$ cat src/rtl/mio_pkg.sv
// mio_pkg: shared size encodings, FSM states and alignment helper for the MIO bus master
package mio_pkg;

    localparam logic [1:0] SZ_BYTE  = 2'd0;
    localparam logic [1:0] SZ_HALF  = 2'd1;
    localparam logic [1:0] SZ_WORD  = 2'd2;
    localparam logic [1:0] SZ_DWORD = 2'd3;

    typedef enum logic [1:0] {IDLE, ACCESS, DONE, FAULT} state_t;

    // true when the low address bits are not a multiple of the access size
    function automatic logic misaligned(input logic [2:0] addr, input logic [1:0] size);
        return (addr & ((3'd1 << size) - 3'd1)) != 3'd0;
    endfunction

endpackage

$ cat src/rtl/mio_lane_align.sv
// mio_lane_align: byte enables, store replication and load extraction/extension
module mio_lane_align #(
    parameter int DATA_W = 32,
    parameter int NB     = DATA_W / 8,
    parameter int LW     = $clog2(DATA_W / 8)
) (
    input  logic [1:0]        w_size,
    input  logic [LW-1:0]     w_lane,
    input  logic [DATA_W-1:0] wdata,
    input  logic [1:0]        r_size,
    input  logic [LW-1:0]     r_lane,
    input  logic              r_sign,
    input  logic [DATA_W-1:0] data_in,
    output logic [NB-1:0]     be,
    output logic [DATA_W-1:0] wrep,
    output logic [DATA_W-1:0] rext
);
    import mio_pkg::*;

    logic [7:0]        mask;
    logic [DATA_W-1:0] sh;
    logic              msb;

    // enable mask shifted to the lane, low bytes of store data repeated across the bus
    always_comb begin
        mask = w_size == SZ_BYTE ? 8'h01 : w_size == SZ_HALF ? 8'h03 : w_size == SZ_WORD ? 8'h0f : 8'hff;
        be = NB'({8'h00, mask} << w_lane);
        wrep = '0;
        for (int i = 0; i < NB; i++)
            wrep[8*i +: 8] = w_size == SZ_BYTE ? wdata[7:0] :
                             w_size == SZ_HALF ? wdata[8*(i%2) +: 8] :
                             w_size == SZ_WORD ? wdata[8*(i%4) +: 8] : wdata[8*(i%8) +: 8];
    end

    // right-justify the addressed lanes and fill the upper bits with sign or zero
    always_comb begin
        sh = data_in >> {r_lane, 3'b000};
        msb = r_sign & (r_size == SZ_BYTE ? sh[7] : r_size == SZ_HALF ? sh[15] :
                        r_size == SZ_WORD ? sh[31] : sh[DATA_W-1]);
        rext = '0;
        for (int b = 0; b < DATA_W; b++)
            rext[b] = (b < (8 << r_size)) ? sh[b] : msb;
    end

endmodule

$ cat src/rtl/mio_bus_master.sv
// mio_bus_master: registered handshake access engine between the CPU FSM and the MIO bus
module mio_bus_master #(
    parameter int DATA_W  = 32,
    parameter int ADDR_W  = 32,
    parameter int TIMEOUT = 15
) (
    input  logic                clk,
    input  logic                reset,
    input  logic                req_valid,
    input  logic                req_we,
    input  logic [1:0]          req_size,
    input  logic                req_sign,
    input  logic [ADDR_W-1:0]   req_addr,
    input  logic [DATA_W-1:0]   req_wdata,
    output logic                busy,
    output logic                done,
    output logic                err,
    output logic [DATA_W-1:0]   rdata,
    output logic                cpu_mio,
    output logic                mem_w,
    output logic [ADDR_W-1:0]   addr_out,
    output logic [DATA_W-1:0]   data_out,
    output logic [DATA_W/8-1:0] mem_be,
    input  logic                mio_ready,
    input  logic [DATA_W-1:0]   data_in
);
    import mio_pkg::*;

    localparam int NB = DATA_W / 8;
    localparam int LW = $clog2(NB);
    localparam int CW = $clog2(TIMEOUT + 1);

    state_t            state, next;
    logic [CW-1:0]     cnt;
    logic              we_r, sign_r, err_r, bad, at_limit;
    logic [1:0]        size_r;
    logic [LW-1:0]     lane_r;
    logic [NB-1:0]     be_w;
    logic [DATA_W-1:0] wrep, rext;

    assign bad = (req_size == SZ_DWORD && DATA_W == 32) || misaligned(req_addr[2:0], req_size);
    assign at_limit = cnt == CW'(TIMEOUT);

    mio_lane_align #(.DATA_W(DATA_W)) u_align (
        .w_size  (req_size),
        .w_lane  (req_addr[LW-1:0]),
        .wdata   (req_wdata),
        .r_size  (size_r),
        .r_lane  (lane_r),
        .r_sign  (sign_r),
        .data_in (data_in),
        .be      (be_w),
        .wrep    (wrep),
        .rext    (rext)
    );

    // state register
    always_ff @(posedge clk)
        state <= reset ? IDLE : next;

    // next state: faults bypass the bus, ready beats the timeout on the limit cycle
    always_comb begin
        next = state;
        case (state)
            IDLE:    next = req_valid ? (bad ? FAULT : ACCESS) : IDLE;
            ACCESS:  next = (mio_ready || at_limit) ? DONE : ACCESS;
            default: next = IDLE;
        endcase
    end

    // outputs decoded from the registered state only
    always_comb begin
        busy    = state != IDLE;
        done    = state == DONE || state == FAULT;
        err     = state == FAULT || (state == DONE && err_r);
        cpu_mio = state == ACCESS;
        mem_w   = state == ACCESS && we_r;
    end

    // request capture, bus registers, wait counter and load data
    always_ff @(posedge clk) begin
        if (reset) begin
            we_r     <= 1'b0;
            sign_r   <= 1'b0;
            size_r   <= SZ_BYTE;
            lane_r   <= '0;
            cnt      <= '0;
            err_r    <= 1'b0;
            rdata    <= '0;
            addr_out <= '0;
            data_out <= '0;
            mem_be   <= '0;
        end else if (state == IDLE && req_valid) begin
            we_r   <= req_we;
            sign_r <= req_sign;
            size_r <= req_size;
            lane_r <= req_addr[LW-1:0];
            cnt    <= '0;
            if (!bad) begin
                addr_out <= {req_addr[ADDR_W-1:LW], {LW{1'b0}}};
                data_out <= wrep;
                mem_be   <= be_w;
            end
        end else if (state == ACCESS) begin
            if (mio_ready) begin
                err_r <= 1'b0;
                if (!we_r)
                    rdata <= rext;
            end else begin
                cnt   <= cnt + 1'b1;
                err_r <= at_limit;
            end
        end
    end

endmodule

$ cat config.mk
export PLATFORM = sky130hd
export DESIGN_NAME = mio_bus_master
export DESIGN_NICKNAME = d
export VERILOG_FILES = /design/src/rtl/mio_pkg.sv /design/src/rtl/mio_lane_align.sv /design/src/rtl/mio_bus_master.sv
export SDC_FILE = /design/constraint.sdc
export NUM_CORES = 1
export LEC_CHECK = 0
export BUFFER_PORTS_ARGS = -buffer_cell sky130_fd_sc_hd__buf_2
export CORE_MARGIN = 5
export CORE_UTILIZATION = 41
export CTS_CLUSTER_DIAMETER = 80
export CTS_CLUSTER_SIZE = 40
export DETAILED_ROUTE_END_ITERATION = 10
export PLACE_DENSITY = 0.74
export SYNTH_ARGS = -nofsm -noshare
export SYNTH_HDL_FRONTEND = slang
export SYNTH_SLANG_ARGS = --single-unit
$ cat constraint.sdc
create_clock -name clk -period 7.7 [get_ports clk]
set_clock_uncertainty 0.2 [all_clocks]
set_input_delay 1.54 -clock clk [delete_from_list [all_inputs] [get_ports clk]]
set_output_delay 1.54 -clock clk [all_outputs]
set_load 0.01 [all_outputs]
-- Word-level counts from Yosys, hierarchy flattened
Cells that the tools add are included.
- equal/unequal tests: 8
- magnitude comparators: 32
- shift operators: 4
- bitwise logic cells: 6
- add/sub/neg operators: 2
- reduce and logical (&&, ||, !) cells: 17
- mux-type cells: 47
- operators with widths (operator ; number):
    $lt A6 B32 Y1 const A ; 16
    $lt A5 B32 Y1 const A ; 8
    $lt A4 B32 Y1 const A ; 4
    $lt A3 B32 Y1 const A ; 2
    $mux W8 ; 8
    $mux W1 ; 35
    $lt A1 B32 Y1 const A ; 1
    $lt A2 B32 Y1 const A ; 1
    $shl A4 B2 Y32 const A ; 1
    $shr A32 B5 Y32 ; 1
    $eq A2 B2 Y1 const B ; 4
    $shl A8 B2 Y4 ; 1
    $eq A2 B1 Y1 const B ; 3
    $logic_not A2 Y1 ; 3
    $mux W2 ; 3
    $reduce_and A2 Y1 ; 3
    $add A4 B1 Y4 const B ; 1
    $eq A4 B4 Y1 const B ; 1
    $logic_or A1 B1 Y1 ; 4
    $not A1 Y1 ; 4
    $pmux W2 S2 ; 1
    $reduce_and A4 Y1 ; 1
    $and A3 B3 Y3 ; 1
    $logic_and A1 B1 Y1 ; 3
    other kinds (6) ; 6
- flip-flop bits (word level): 111
- word-level logic and storage cells: 127
- output and inout bits: 105
- bits of input ports: 104

-- Logic depth before layout (Yosys ltp)
Gate-level depths: netlist of the first run.
- word-level depth: 8
- depth in mapped cells: 10

-- Hierarchy
From an unflattened synthesis of the first run, not the netlist that was laid out.
- cells, all modules: 673
- area total of the unflattened synthesis: 5955.7 µm²
- modules (own cells, without submodules) (module ; area each (µm²) ; sequential area each (µm²) ; times used ; cells an instance):
    mio_bus_master ; 4648.2 ; 2222.1 ; 1 ; 491
    mio_lane_align ; 1307.5 ; 0.0 ; 1 ; 182

-- Least setup slack after synthesis of the first run
Ideal clock, no wire load.
- kind: input to register
- start: input port req_size[1]
- end: register mem_be[1]
- buffers on the path: 2
- data required time: 7.430 ns
- path slack: 3.682 ns
- stages: 9
- data arrival time: 3.747 ns
- cells stage by stage: clkbuf_1 -> nor2_1 -> clkinv_1 -> ha_1 -> nor2b_1 -> or3_1 -> buf_2 -> or3_1 -> a21oi_1
- cells in the longest elaborated chain, start to end: 7
- elaborated cells on any way between the ends: 15
- RTL lines (what ; line ; RTL):
    start: declaration ; mio_bus_master.sv:11 ; input logic [1:0] req_size,
    $shl A1 B2 Y3 ; mio_pkg.sv:13 ; return (addr & ((3'd1 << size) - 3'd1)) != 3'd0;
    $sub A3 B1 Y3 ; mio_pkg.sv:13 ;
    $and A3 B3 Y3 ; mio_pkg.sv:13 ;
    $reduce_bool A3 Y1 ; mio_pkg.sv:13 ;
    $logic_or A1 B1 Y1 ; mio_bus_master.sv:41 ; assign bad = (req_size == SZ_DWORD && DATA_W == 32) || misaligned(req_addr[2:0], req_size);
    $not A1 Y1 (no source line) ; -- ;
    $reduce_and A2 Y1 (no source line) ; -- ;
    end signal: assignment ; mio_bus_master.sv:102 ; mem_be <= be_w;
    end: declaration ; mio_bus_master.sv:23 ; output logic [DATA_W/8-1:0] mem_be,
Several ways; a longest one is shown, not always the timed one.
A chain may end at the register's enable or synchronous reset.

-- Worst setup path after layout of the first run
Ends and elaborated chain as after synthesis.

==> results.sh, run 1 <==
export IMPL_status="finished clean"
export IMPL_clkLatencyLatePin_ns=0.35
export IMPL_tightestPinTransition_ns=1.11
export IMPL_avgRoutedWirePerCell_um=16.0
export IMPL_holdWs_ns=0.252
export IMPL_place_gp_congestion=0.852
export IMPL_drcViolationCount=0
export IMPL_overflow=0
export IMPL_syn_cell_area_sq_mm=0.00484
export IMPL_grt_use_met1_pct=23.9
export IMPL_globalRoute_busiestLayer="met2"
export IMPL_final_cell_mix="buf_2 (205), nand2_1 (154), dfxtp_1 (111)"
export IMPL_grt_use_met3_pct=9.50
export IMPL_dpl_hpwl_um=10600
export IMPL_grt_pass1_wl_um=23600
export IMPL_fin_crit_sh_pct=60.6
export IMPL_min_from="addr_out[4]"
export IMPL_ys_flop_type="dfxtp_1"
export IMPL_yosys_area_share_adder_pct=0.724
export IMPL_clock_path_buffers=2
export IMPL_antenna_left=0
export IMPL_io_pins=209
export IMPL_drt_wl_total_um=14700
export IMPL_synth_cell_types=44
export IMPL_cp_top_family="simple AND/OR/NAND/NOR gates"
export IMPL_critPathBufInv=2
export IMPL_dieWidth_um=119
export IMPL_numCtsBuffers=9
export IMPL_rows=39
export IMPL_rsz0062_at_grt="false"
export IMPL_drive_gt1_share_pct=32.0
export IMPL_power_mw=1.30
export IMPL_crit_type="primary input to flip-flop"
export IMPL_areaGrowthSynthToFinish_pct=28.3
export IMPL_antenna_found_initial=0
export IMPL_fmax_mhz=214
export IMPL_yosys_warnings=0
export IMPL_die_area_sq_mm=0.0141
export IMPL_vias=4727
export IMPL_nFillCells=1107
export IMPL_drv_cap=0
export IMPL_cpMaxStageDelayCell="or3_2"
export IMPL_worstRegToRegCells=4
export IMPL_period_needed_ns=4.67
export IMPL_startpoint_type="primary input"
export IMPL_core_area_sq_mm=0.0115
export IMPL_grt_usage_pct=20.4
export IMPL_finalSetupTns_ns=0
export IMPL_synth_compound_area_share_pct=17.0
export IMPL_hold_end="addr_out[4]"
export IMPL_ctsHtreeMaxLevel=3
export IMPL_p_leak_nw=2.69
export IMPL_antenna_cells=0
export IMPL_worstPathRequired_ns=7.77
export IMPL_synth_seq_area_share_pct=45.9
export IMPL_relSlewSlack_pct=26.3
export IMPL_rr_endpoint="mem_be[1]"
export IMPL_layout_commonest_cell="buf_2"
export IMPL_ys_ff_latch=111
export IMPL_num_nets_final=879
export IMPL_gr_usage_met2_pct=33.6
export IMPL_crit_chain="buf_2 -> nor2_1 -> clkinv_1 -> ha_1 -> nor2b_1 -> or3_2 -> or3_1 -> a21oi_1"
export IMPL_synth_top_family_by_area="simple AND/OR/NAND/NOR gates"
export IMPL_grt_start_max_net_pins=105
export IMPL_ys_async_sr_fraction_pct=0
export IMPL_synthCells=598
export IMPL_hp_class="flip-flop to flip-flop"
export IMPL_arrival_ns=4.74
export IMPL_r2r_slack_ns=4.96
export IMPL_powerDensity_mw_per_mm2=210
export IMPL_hold_buffers=0
export IMPL_hold_viol=0
export IMPL_synth_edf_count=0
export IMPL_die_y_um=119
export IMPL_slew_viol_final=0
export IMPL_r2r_start="state[1]"
export IMPL_viasPerCell=5.13
export IMPL_slowest_delay_ns=0.83
export IMPL_cts_root_buffer="clkbuf_16"
export IMPL_avgSynthCellArea_sq_um=8.09
export IMPL_io_buffers=206
export IMPL_synthMuxAreaShare_pct=9.93
export IMPL_post_cts_setup_buffer_count=0
export IMPL_synth_simple_area_share_pct=21.2
export IMPL_start_util_pct=42.0
export IMPL_cts_resized=0
export IMPL_setup_viol=0
export IMPL_crit_path_end_kind="flip-flop"
export IMPL_ir_drop_mv=0.147
export IMPL_hold_depth=2
export IMPL_grt_pass1_vias=4580
export IMPL_firstDrtPassIters=5
export IMPL_drt_initial_drc_count=311
export IMPL_synth_xor_area_share_pct=0.724
export IMPL_clock_sinks=111
export IMPL_clkTransAtPathRegs_ns=0.08
export IMPL_path_max_fanout=52
export IMPL_cts_tree="built"
[worst reg2reg max path, cell delays in order, from the launching register on]
cell	delay, ns
dfxtp_1	0.42
or3b_1	0.50
or3_2	0.92
or3_1	0.49
a21oi_1	0.14
[state kept, by name, indices dropped and copies added (netlist names)]
| name | cells |
|---|---|
| state | 2 |
| size_r | 2 |
| data_out | 32 |
| we_r | 1 |
| rdata | 32 |
| lane_r | 2 |
| sign_r | 1 |
| cnt | 4 |
| addr_out | 30 |
| mem_be | 4 |
| err_r | 1 |
[cell families after synthesis]
group           count (synthesis)
simple gates                  247
other cells                     1
fa+ha+maj                       3
compound gates                135
mux                            46
buf+inv                        51
flops                         111
xor+xnor                        4
[how the worst max path moves through the flow]
stage | start | endpoint | cells after the start
after floorplan | req_size[1] | mem_be[1] | 9
after global placement | req_size[1] | mem_be[1] | 8
after detailed placement | req_size[1] | mem_be[1] | 8
after CTS | req_size[1] | mem_be[1] | 8
after global routing | req_size[1] | mem_be[1] | 8
final | req_size[1] | mem_be[1] | 8
[per-stage QoR]
stage               cells  instance area [sq um]  setup WS, ns  utilization [%]
floorplan             599                   4840          3.68                -
global placement      905                   5920          2.76             51.4
detailed placement    905                   5920          2.64             51.4
CTS                   921                   6210          3.02             53.9
global route          921                   6210          2.76             53.9
finish                921                   6210          3.03             53.9
[routing by layer]
| metal | wire (um) | vias up | part of all wire (%) |
|---|---|---|---|
| li1 | - | 2387 | - |
| met1 | 5950 | 2124 | 40 |
| met2 | 6850 | 198 | 47 |
| met3 | 1690 | 18 | 12 |
| met4 | 229 | 0 | 1.6 |
| met5 | 0 | - | 0 |
[cell usage after synthesis (3+ instances only)]
cell	count	area share, %
buf_1	4	0.31
buf_2	7	0.72
o211ai_1	8	1.2
nor2_1	62	4.8
nor3_1	6	0.62
a211oi_1	34	5.3
a311oi_1	8	1.4
or3_1	3	0.39
o21ai_0	11	1.1
nand2_1	154	12
clkbuf_1	34	2.6
mux2i_1	30	6.2
mux2_2	16	3.7
dfxtp_1	111	46
a21oi_1	68	7.0
nor2b_1	5	0.65
nand2b_1	3	0.39
[final cells by class]
| cell class | count | area, sq um | area share [%] |
|---|---|---|---|
| sequential | 111 | 2220 | 35.8 |
| timing repair buffer | 211 | 1070 | 17.2 |
| clock inverter | 6 | 53.8 | 0.866 |
| inverter | 3 | 11.3 | 0.181 |
| tap | 143 | 179 | 2.88 |
| multi-input combinational | 437 | 2430 | 39.2 |
| clock buffer | 10 | 239 | 3.85 |
[where the power goes]
part	switching [mW]	internal [mW]
sequential	0.0212	0.605
combinational	0.128	0.0915
clock	0.222	0.234
total	0.372	0.931
(Power assumes the default switching activity.)
==> inputs of run 2 (changes only) <==
--- a/config.mk
+++ b/config.mk
@@ -11,7 +11,7 @@
 export CTS_CLUSTER_DIAMETER = 80
 export CTS_CLUSTER_SIZE = 40
 export DETAILED_ROUTE_END_ITERATION = 10
-export PLACE_DENSITY = 0.74
+export PLACE_DENSITY = 0.76
 export SYNTH_ARGS = -nofsm -noshare
 export SYNTH_HDL_FRONTEND = slang
 export SYNTH_SLANG_ARGS = --single-unit
==> constraint.sdc (replaced) <==
create_clock -name clk -period 3.7 [get_ports clk]
set_clock_uncertainty 0.2 [all_clocks]
set_input_delay 0.74 -clock clk [delete_from_list [all_inputs] [get_ports clk]]
set_output_delay 0.74 -clock clk [all_outputs]
set_load 0.01 [all_outputs]
==> run 2 against run 1 <==
Sequential share of layout area decreased by 0.43 points. Power increased by 110%. First-iteration DRC count decreased by 0.64%. Clock-buffer cell count unchanged. Critical path type is now flip-flop to flip-flop. Largest cell class unchanged.
==> results.sh, run 2 (synthesized netlist as in run 1, its figures left out) <==
export IMPL_fmax_mhz=360
export IMPL_antenna_left=0
export IMPL_holdWs_ns=0.247
export IMPL_arrival_ns=2.77
export IMPL_drv_cap=0
export IMPL_pre_cts_slack_ns=0.563
export IMPL_design_area_sq_mm=0.00629
export IMPL_placed_cell_area_sq_mm=0.00599
export IMPL_final_cell_mix="buf_2 (205), nand2_1 (154), dfxtp_1 (111)"
export IMPL_grt_pass1_vias=4561
export IMPL_drt_wl_total_um=14500
export IMPL_ir_drop_mv=0.346
export IMPL_crit_chain="mux2i_1 -> nor4_1 -> nor4_4 -> a211oi_1"
export IMPL_period_needed_ns=2.77
export IMPL_cpMaxStageDelayCell="dfxtp_1"
export IMPL_slowest_delay_ns=0.97
export IMPL_crit_path_end_kind="flip-flop"
export IMPL_die_area_sq_mm=0.0141
export IMPL_drcViolationCount=0
export IMPL_numCtsBuffers=9
export IMPL_post_cts_setup_buffer_count=0
export IMPL_hold_viol=0
export IMPL_hold_buffers=0
export IMPL_powerDensity_mw_per_mm2=436
export IMPL_setup_slack_ns=0.926
export IMPL_place_gp_congestion=0.865
export IMPL_path_max_fanout=20
export IMPL_grt_start_max_net_pins=81
export IMPL_biggestRegsByFlops="data_out (32), rdata (32), addr_out (30)"
export IMPL_relSlewSlack_pct=33.8
export IMPL_ctsHtreeMaxLevel=3
export IMPL_clock_sinks=111
export IMPL_overflow=0
export IMPL_rows=39
export IMPL_fin_crit_sh_pct=75.0
export IMPL_rsz0062_at_grt="false"
export IMPL_power_mw=2.74
export IMPL_dp_cells=913
export IMPL_startpoint_type="flip-flop"
export IMPL_die_y_um=119
export IMPL_worstPathRequired_ns=3.70
export IMPL_multi_input_area_sq_mm=0.00243
export IMPL_slew_viol_final=0
export IMPL_antenna_cells=0
export IMPL_io_pins=209
export IMPL_clock_path_buffers=2
export IMPL_cts_root_buffer="clkbuf_16"
export IMPL_tightestPinTransition_ns=0.991
export IMPL_nFillCells=1108
export IMPL_core_area_sq_mm=0.0115
export IMPL_grt_usage_pct=20.3
export IMPL_firstDrtPassIters=4
export IMPL_crit_type="flip-flop to flip-flop"
export IMPL_dieWidth_um=119
export IMPL_avgRoutedWirePerCell_um=15.6
export IMPL_drive_gt1_share_pct=32.7
export IMPL_cts_tree="built"
export IMPL_start_util_pct=42.0
export IMPL_area_sequential_sq_mm=0.00222
export IMPL_antenna_found_initial=1
export IMPL_p_leak_nw=2.74
export IMPL_finalNonFillerCells=929
export IMPL_finalSetupTns_ns=0
export IMPL_hp_class="flip-flop to flip-flop"
export IMPL_dpl_hpwl_um=10900
export IMPL_layout_commonest_cell="buf_2"
export IMPL_num_nets_final=887
export IMPL_setup_viol=0
export IMPL_clkTransAtPathRegs_ns=0.08
export IMPL_postLayoutCoreUtil_pct=54.6
export IMPL_grt_pass1_wl_um=23200
export IMPL_status="finished clean"
export IMPL_viasPerCell=5.13
export IMPL_io_buffers=206
export IMPL_cp_top_family="flip-flops"
export IMPL_vias=4767
export IMPL_clkLatencyLatePin_ns=0.35
export IMPL_drt_initial_drc_count=309
export IMPL_cts_resized=0
export IMPL_critPathBufInv=0
export IMPL_areaGrowthSynthToFinish_pct=29.9
==> run 2: layer usage <==
metal | share of wire (%) | GRT usage [%] | vias up
met2 | 46 | 33.6 | 196
met1 | 41 | 23.1 | 2136
met4 | 2.3 | 6.88 | 2
li1 | - | - | 2406
met5 | 0.14 | 0 | -
met3 | 10 | 9.26 | 27
==> run 2: power breakdown <==
group / switching, mW / total, mW / internal [mW]
logic: 0.266 / 0.464 / 0.198
registers: 0.0436 / 1.30 / 1.26
clock network: 0.479 / 0.972 / 0.493
==> run 2: final cells by class <==
cell class,instances,share of cell area [%]
clock buffers,10,3.80
repair buffers,219,18.2
well taps,143,2.85
flip-flops and latches,111,35.4
inverters,3,0.179
clock inverters,6,0.916
multi-input cells,437,38.7
==> run 2: path summary, 6_finish.rpt <==
kind                            cells after the start         to      start  slack [ns]
worst max-delay path                                4  rdata[17]  lane_r[1]        0.93
worst min-delay path                                2  mem_be[3]  mem_be[3]        0.25
worst max register to register                      4  rdata[17]  lane_r[1]        0.93
worst min register to register                      2  mem_be[3]  mem_be[3]        0.25
==> run 2: worst min-delay path, delay by kind of cell (launching register included) <==
family	cells	cell delay, ns
flip-flops	1	0.31
AO/OA/AOI/OAI	1	0.05
AND/OR/NAND/NOR	1	0.05
